File: src/rtl/mem_ctrl_pkg.sv
// Shared memory-controller definitions: arbiter FSM states, access-size and direction
// encodings, the latched command record and a word-base helper.
package mem_ctrl_pkg;

  localparam int ADDR_W = 9;
  localparam int DATA_W = 32;

  typedef enum logic [1:0] {
    IDLE  = 2'd0,
    ISSUE = 2'd1,
    WAIT  = 2'd2,
    RESP  = 2'd3
  } arbState_t;

  localparam logic [1:0] MAS_BYTE = 2'b00;
  localparam logic [1:0] MAS_HALF = 2'b01;
  localparam logic [1:0] MAS_WORD = 2'b10;
  localparam logic [1:0] MAS_BAD  = 2'b11;

  localparam logic RW_READ  = 1'b1;
  localparam logic RW_WRITE = 1'b0;

  typedef struct packed {
    logic              rw;
    logic [1:0]        mas;
    logic [ADDR_W-1:0] addr;
    logic [DATA_W-1:0] wdata;
  } memCmd_t;

  function automatic logic [ADDR_W-1:0] wordBase(input logic [ADDR_W-1:0] addr);
    return {addr[ADDR_W-1:2], 2'b00};
  endfunction

endpackage

File: src/rtl/mem_align_chk.sv
// Combinational alignment checker: flags the illegal size code and half/word accesses
// whose low address bits are not aligned to the access size.
module mem_align_chk
  import mem_ctrl_pkg::*;
(
  input  logic [1:0] i_mas,
  input  logic [1:0] i_a,
  output logic       o_fault
);

  always_comb begin
    o_fault = 1'b0;
    case (i_mas)
      MAS_BYTE: o_fault = 1'b0;
      MAS_HALF: o_fault = i_a[0];
      MAS_WORD: o_fault = (i_a != 2'b00);
      MAS_BAD:  o_fault = 1'b1;
    endcase
  end

endmodule

File: src/rtl/mem_port_arbiter.sv
// Two-port memory arbiter: round-robin between a fetch and a data requester onto one RAM
// port, with alignment faulting and a bounded wait for the RAM to complete.
module mem_port_arbiter
  import mem_ctrl_pkg::*;
#(
  parameter int TIMEOUT_CYCLES = 64
) (
  input  logic        clk,
  input  logic        rst_n,
  input  logic        i_req,
  input  logic [8:0]  i_addr,
  output logic        i_ack,
  output logic        i_err,
  output logic [31:0] i_rdata,
  input  logic        d_req,
  input  logic        d_rw,
  input  logic [1:0]  d_mas,
  input  logic [8:0]  d_addr,
  input  logic [31:0] d_wdata,
  output logic        d_ack,
  output logic        d_err,
  output logic [31:0] d_rdata,
  output logic        mem_enable,
  output logic        mem_rw,
  output logic [8:0]  mem_address,
  output logic [1:0]  mem_A,
  output logic [1:0]  mem_MAS,
  output logic [31:0] mem_dataIn,
  input  logic [31:0] mem_dataOut,
  input  logic        mem_done
);

  localparam int               CNT_W    = $clog2(TIMEOUT_CYCLES + 1);
  localparam logic [CNT_W-1:0] CNT_LAST = CNT_W'(TIMEOUT_CYCLES - 1);

  arbState_t        r_state;
  arbState_t        w_nextState;
  memCmd_t          r_cmd;
  memCmd_t          w_selCmd;
  logic             r_grantData;
  logic             r_lastData;
  logic             r_respErr;
  logic [CNT_W-1:0] r_waitCnt;
  logic [31:0]      r_iRdata;
  logic [31:0]      r_dRdata;
  logic             w_anyReq;
  logic             w_grantData;
  logic             w_grant;
  logic             w_fault;
  logic             w_timeout;

  // r_lastData resets low so that the very first tie goes to the data port.
  always_comb begin
    w_grantData = d_req;
    if (d_req && i_req) begin
      w_grantData = ~r_lastData;
    end
  end

  assign w_anyReq  = i_req | d_req;
  assign w_grant   = (r_state == IDLE) && w_anyReq;
  assign w_timeout = !mem_done && (r_waitCnt == CNT_LAST);

  always_comb begin
    w_selCmd = '0;
    if (w_grantData) begin
      w_selCmd.rw    = d_rw;
      w_selCmd.mas   = d_mas;
      w_selCmd.addr  = d_addr;
      w_selCmd.wdata = d_wdata;
    end else begin
      w_selCmd.rw    = RW_READ;
      w_selCmd.mas   = MAS_WORD;
      w_selCmd.addr  = i_addr;
      w_selCmd.wdata = '0;
    end
  end

  mem_align_chk u_alignChk (
    .i_mas   (w_selCmd.mas),
    .i_a     (w_selCmd.addr[1:0]),
    .o_fault (w_fault)
  );

  always_ff @(posedge clk or negedge rst_n) begin
    if (!rst_n) begin
      r_state <= IDLE;
    end else begin
      r_state <= w_nextState;
    end
  end

  always_comb begin
    w_nextState = r_state;
    case (r_state)
      IDLE: begin
        if (w_anyReq) begin
          w_nextState = w_fault ? RESP : ISSUE;
        end
      end
      ISSUE: w_nextState = WAIT;
      WAIT: begin
        if (mem_done || w_timeout) begin
          w_nextState = RESP;
        end
      end
      RESP:    w_nextState = IDLE;
      default: w_nextState = IDLE;
    endcase
  end

  always_comb begin
    mem_enable = 1'b0;
    i_ack      = 1'b0;
    i_err      = 1'b0;
    d_ack      = 1'b0;
    d_err      = 1'b0;
    case (r_state)
      ISSUE, WAIT: mem_enable = 1'b1;
      RESP: begin
        i_ack = !r_grantData && !r_respErr;
        i_err = !r_grantData &&  r_respErr;
        d_ack =  r_grantData && !r_respErr;
        d_err =  r_grantData &&  r_respErr;
      end
      default: ;
    endcase
  end

  // Command registers are only loaded on a grant, so requester changes mid-access are ignored.
  always_ff @(posedge clk or negedge rst_n) begin
    if (!rst_n) begin
      r_cmd       <= '0;
      r_grantData <= 1'b0;
      r_lastData  <= 1'b0;
      r_respErr   <= 1'b0;
      r_waitCnt   <= '0;
      r_iRdata    <= '0;
      r_dRdata    <= '0;
    end else begin
      if (w_grant) begin
        r_cmd       <= w_selCmd;
        r_grantData <= w_grantData;
        r_lastData  <= w_grantData;
        r_respErr   <= w_fault;
      end
      if (r_state == WAIT) begin
        if (mem_done) begin
          r_respErr <= 1'b0;
          if (r_cmd.rw == RW_READ) begin
            if (r_grantData) begin
              r_dRdata <= mem_dataOut;
            end else begin
              r_iRdata <= mem_dataOut;
            end
          end
        end else if (w_timeout) begin
          r_respErr <= 1'b1;
        end
        r_waitCnt <= mem_done ? '0 : r_waitCnt + 1'b1;
      end else begin
        r_waitCnt <= '0;
      end
    end
  end

  assign mem_rw      = mem_enable & r_cmd.rw;
  assign mem_address = mem_enable ? wordBase(r_cmd.addr) : '0;
  assign mem_A       = mem_enable ? r_cmd.addr[1:0] : '0;
  assign mem_MAS     = mem_enable ? r_cmd.mas : '0;
  assign mem_dataIn  = (mem_enable && r_cmd.rw == RW_WRITE) ? r_cmd.wdata : '0;
  assign i_rdata     = r_iRdata;
  assign d_rdata     = r_dRdata;

endmodule

File: config.mk
export PLATFORM = sky130hd
export DESIGN_NAME = mem_port_arbiter
export DESIGN_NICKNAME = d
export VERILOG_FILES = /design/src/rtl/mem_ctrl_pkg.sv /design/src/rtl/mem_align_chk.sv /design/src/rtl/mem_port_arbiter.sv
export SDC_FILE = /design/constraint.sdc
export NUM_CORES = 1
export LEC_CHECK = 0
export CAP_MARGIN = 25
export CORE_ASPECT_RATIO = 0.8
export CORE_MARGIN = 3
export CORE_UTILIZATION = 30
export DETAILED_ROUTE_END_ITERATION = 6
export PLACE_DENSITY_LB_ADDON = 0.12
export SLEW_MARGIN = 20
export SYNTH_ARGS = -nofsm -noshare
export SYNTH_HDL_FRONTEND = slang
export SYNTH_HIERARCHICAL = 1
export SYNTH_SLANG_ARGS = --single-unit
File: constraint.sdc
create_clock -name clk -period 2.35 [get_ports clk]
set_clock_uncertainty 0.15 [all_clocks]
set_input_delay 0.235 -clock clk [delete_from_list [all_inputs] [get_ports clk]]
set_output_delay 0.235 -clock clk [all_outputs]
set_load 0.02 [all_outputs]
# Word level (Yosys, flattened, before mapping)
# Cells that the tools add are included.
# Widths: inputs -> output; s select.
# op_classes
n_div,0
n_mux,22
add_sub_neg,1
bitwise_logic,4
eq_ne,9
n_reduce_logical,19
n_mul,0
n_lt_le_gt_ge,0
shift,0
# ops
op,count
$mux 44,1
$mux 32,1
$mux 7,2
$mux 1,10
$mux 2,5
$mux 9,1
$eq 2x2->1 const B,4
$logic_and 1x1->1,8
$pmux 2 s4,1
$reduce_and 4->1,2
$add 7x1->7 const B,1
$eq 7x6->1 const B,1
$eq 2x1->1 const B,2
$logic_not 2->1,2
$ne 2x2->1 const B,2
$pmux 1 s4,1
$logic_not 1->1,3
$not 1->1,2
$reduce_and 2->1,1
$reduce_bool 2->1,1
$reduce_or 2->1,1
$and 1x1->1,1
$logic_or 1x1->1,1
$or 1x1->1,1
# word_totals
n_memories,0
latch_bits,0
output_inout_bits,115
word_cells,65
mem_bits_ro,0
ram_bits,0
ff_bits,119

# Longest topological paths before layout
# depth
depth_word,9
ltp_mapped,7

# By module
# The synthesis kept the hierarchy.
# modules_own_cells
module,area_each_um2,cells_per_inst,n_inst,seq_area_each_um2
mem_port_arbiter,5014.8,368,1,2977.9
mem_align_chk,13.8,3,1,0.0

# Worst setup path after synthesis
# Ideal clock, no wire load.
# synth_path
path_kind,flip-flop to output port
startpoint,register r_state[0]
endpoint,output port mem_dataIn[10]
arrival_ns,1.561
path_stages_with_launch,6
setup_slack_ns,0.404
path_cell_list,dfrtp_1 inv_1 ha_1 nor2b_1 clkbuf_1 and2_1
# synth_between
elab_chain_len,5
word_cells_on_any_way,6
cone_classes,2 x eq/ne; 2 x mux; 2 x reduce/logical
# synth_lines
item,line,source
from (decl),mem_port_arbiter.sv:36,arbState_t r_state;
from (signal assigned),mem_port_arbiter.sv:89,r_state <= w_nextState;
$eq 2x2->1 or $eq 2x1->1 (tied branches),mem_port_arbiter.sv:118,case (r_state)
$reduce_or 2->1 *,mem_port_arbiter.sv:118,
$mux 1 *,mem_port_arbiter.sv:118,
via mem_enable,mem_port_arbiter.sv:23,"output logic mem_enable,"
$logic_and 1x1->1 *,mem_port_arbiter.sv:171,assign mem_dataIn = (mem_enable && r_cmd.rw == RW_WRITE) ? r_cmd.wdata : '0;
$mux 32 *,mem_port_arbiter.sv:171,
to (decl),mem_port_arbiter.sv:28,"output logic [31:0] mem_dataIn,"
# The timed path passes the listed nets; every way through them passes the cells marked *.

# Worst setup path after layout
# layout_path
startpoint,register r_state[1]
endpoint,output port mem_dataIn[25]
# layout_between
elab_chain_len,5
word_cells_on_any_way,6
cone_classes,2 x eq/ne; 2 x mux; 2 x reduce/logical
# layout_lines
item,line
$eq 2x2->1 or $eq 2x1->1 (tied branches),mem_port_arbiter.sv:118
$reduce_or 2->1 *,mem_port_arbiter.sv:118
$mux 1 *,mem_port_arbiter.sv:118
$logic_and 1x1->1 *,mem_port_arbiter.sv:171
$mux 32 *,mem_port_arbiter.sv:171
# Mark *: on every way between the ends. The rest lies on a longest branch, timed or not.

==> out/results.md <==
• **via count** 3638
• **number of iterations in the first detailed-routing pass** 4
• **worst path arrival time** 1.88 ns
• **Final Max Slew Viols** 0
• **Slew headroom** 63.7%
• **count of port buffers added during placement** 202
• **MaxCap Viol Count** 0
• **run status** finished, final reports clean
• **Clock Root Buffer** sky130_fd_sc_hd__clkbuf_16
• **antenna diode count** 0
• **initial standard-cell utilization of the core** 31.2%
• **crit path time final** 2.26 ns
• **internal reg-to-reg setup slack** 0.38 ns
• **largest net degree at the start of global routing** 69
• **worst voltage drop across the vdd grid** 0.000637 V
• **detailed-route wire length** 13100 um
• **vias per cell** 4.44
• **synth-to-layout area growth** 56.7%
• **global-route wire length before repair** 19800 um
• **Row Count** 41
• **fillcell total** 1472
• **distinct cell type count of the synthesized netlist** 36
• **gpl congestion** 0.705
• **crit path launch type** flop
• **sink count of the clock tree** 119
• **worst hold margin** 0.0563 ns
• **number of remaining DRC errors** 0
• **Yosys Warn Count** 6
• **number of global-route vias before repair** 3725
• **post-synthesis cell count** 371
• **core area** 16100 um2
• **overflow left after global routing** 0
• **H-tree Lvls** 4
• **required time worst endpoint** 1.97 ns
• **top library cells by usage in the layout, fill and taps aside** sky130_fd_sc_hd__clkdlybuf4s50_1 (155), sky130_fd_sc_hd__dfrtp_1 (119), sky130_fd_sc_hd__mux2_2 (63)
• **path type of the worst setup path** flop to primary output
• **total die area** 18400 um2
• **post-DP HPWL** 9040 um
• **boundary pin count** 205
• **endpoint kind of the worst setup timing path** primary output
• **post-synthesis average cell area** 13.6 um2
• **CTS clk-pin slew, worst paths** 0.05 ns
• **worst min-delay path class** input pin to asynchronous set/reset pin
• **number of buffers inserted during clock tree synthesis** 17
• **maximum fanout along the worst path** 8
• **post-synthesis sequential element count** 119
• **Total Routing Usage GR** 14.0%
• **Post-DRT Antenna Nets** 0
• **leak pwr** 0.00361 uW
• **drt wl/cell** 16.0 um
• **logic depth of the worst register-to-register path** 5
• **Least-Margin Pin Slew** 0.544 ns
• **drt first-iter violations** 105
• **sequential area share after synthesis** 59.2%
• **post-synthesis instance area** 5030 um2
• **Horiz. Die Dim** 151 um
• **share of the core filled with cells** 48.9%
• **number of failing hold endpoints at the final stage** 0
• **fin area** 7880 um2
• **clock tree from TritonCTS** built
• **achievable frequency** 442 MHz
• **net count of the finished layout** 685
• **worst-skew pair later-pin latency** 0.41 ns
• **DIE HEIGHT** 122 um
• **P per Cell Area** 1380 nW/um2
• **leading cell type in the layout, fill and taps excluded** sky130_fd_sc_hd__clkdlybuf4s50_1
• **layout cell share with drive strength beyond 1** 26.2%
• **Area after DPL** 7330 um2
• **antenna violations before repair** 0
• **Final setup viols** 0
• **share of the clock period used by the worst path after layout** 96.3%
• **deepest clock path buffer count** 2
==> synth_stat cells, drive strengths merged <==
master     n  area share [%]
xor2       2            0.35
mux2      68              15
nand2     22             1.6
a32oi      1            0.17
a2bb2oi    1            0.17
and3b      1            0.17
xnor2      2            0.35
a22o      32             5.6
nor3       2            0.20
a21boi     1            0.22
dfrtp    119              59
o22a       2            0.35
conb       1           0.075
nor3b      1            0.15
nor2      12            0.90
ha         4             1.0
mux2i      9             1.8
a21oi      1           0.099
o21a       1            0.15
o21ai      8            0.80
nand3      2            0.20
clkbuf     8            0.60
nand4      1            0.42
and2      46             5.8
nand4b     1            0.47
nor2b      2            0.25
and3       1            0.12
inv        3            0.22
buf       15             3.0
nand2b     2            0.25
==> critical path, stage by stage (launching register included) <==
cell	delay, ns
sky130_fd_sc_hd__dfrtp_1	0.39
sky130_fd_sc_hd__inv_1	0.12
sky130_fd_sc_hd__ha_4	0.22
sky130_fd_sc_hd__nor2b_4	0.13
sky130_fd_sc_hd__buf_12	0.14
sky130_fd_sc_hd__clkbuf_16	0.16
sky130_fd_sc_hd__and2_1	0.15
sky130_fd_sc_hd__buf_2	0.15
==> timing repair <==
item,4_1_cts,5_1_grt
endpoints found under the hold margin,119,0
setup endpoints to repair,45,33
cloned,0,3
buffers inserted,0,3
hold buffers,1,0
pin swaps,0,0
resized for setup,110,37
==> report_power, final <==
part	switching [uW]	total, uW	internal, uW
clock network	963	2550	1580
logic	2400	4960	2560
registers	453	3400	2950
total	3820	10900	7090
==> per-stage QoR <==
| stage | setup TNS, ns | std cells | power, uW | setup WS (ns) |
|---|---|---|---|---|
| 6_report | 0 | 819 | 10900 | 0.0875 |
| 2_1_floorplan | 0 | 372 | 6060 | 0.404 |
| 3_5_place_dp | 0 | 780 | 8410 | 0.0727 |
| 3_3_place_gp | 0 | 780 | 8340 | 0.117 |
| 4_1_cts | 0 | 813 | 10900 | 0.00432 |
| 5_1_grt | -0.0360 | 819 | 11600 | -0.0279 |
==> registers in the layout, summed over array words and instances (netlist names) <==
register    flops
r_cmd          44
r_respErr       1
r_lastData      1
d_rdata        32
r_waitCnt       7
r_state         2
i_rdata        32
==> path summary, 6_finish.rpt <==
path                              startpoint             end
worst min-delay path                   rst_n      i_rdata[5]
worst max-delay path              r_state[1]  mem_dataIn[25]
max in group asynchronous              rst_n       r_cmd[26]
worst min register to register  r_waitCnt[0]    r_waitCnt[0]
worst max register to register    r_state[0]      d_rdata[5]
min in group clk                 d_wdata[19]       r_cmd[19]
==> routing by layer <==
metal | vias up | global-route usage [%] | wire length, um
li1 | 1734 | - | -
met1 | 1786 | 17.2 | 5530
met2 | 102 | 22.7 | 6580
met3 | 16 | 4.80 | 762
met4 | 0 | 5.44 | 211
met5 | - | 0 | 0
==> logic make-up after synthesis <==
family / Yosys count / synth area share (%)
AO/OA/AOI/OAI: 47 / 7.54
XOR/XNOR: 4 / 0.697
flip-flops: 119 / 59.2
adder cells (fa/ha/maj): 4 / 0.995
buffers and inverters: 26 / 3.78
AND/OR/NAND/NOR: 93 / 10.6
other: 1 / 0.0746
multiplexers: 77 / 17.1
==> cell type report <==
class                   count  area, um2  area share [%]
inverters                   3       11.3           0.143
clock inverters            11        111            1.41
repair buffers            223       2130            27.1
flip-flops and latches    119       2980            37.8
well taps                 215        269            3.41
multi-input cells         227       1900            24.1
clock buffers              21        480            6.10
No activity file was read; power rests on OpenSTA's default activity.
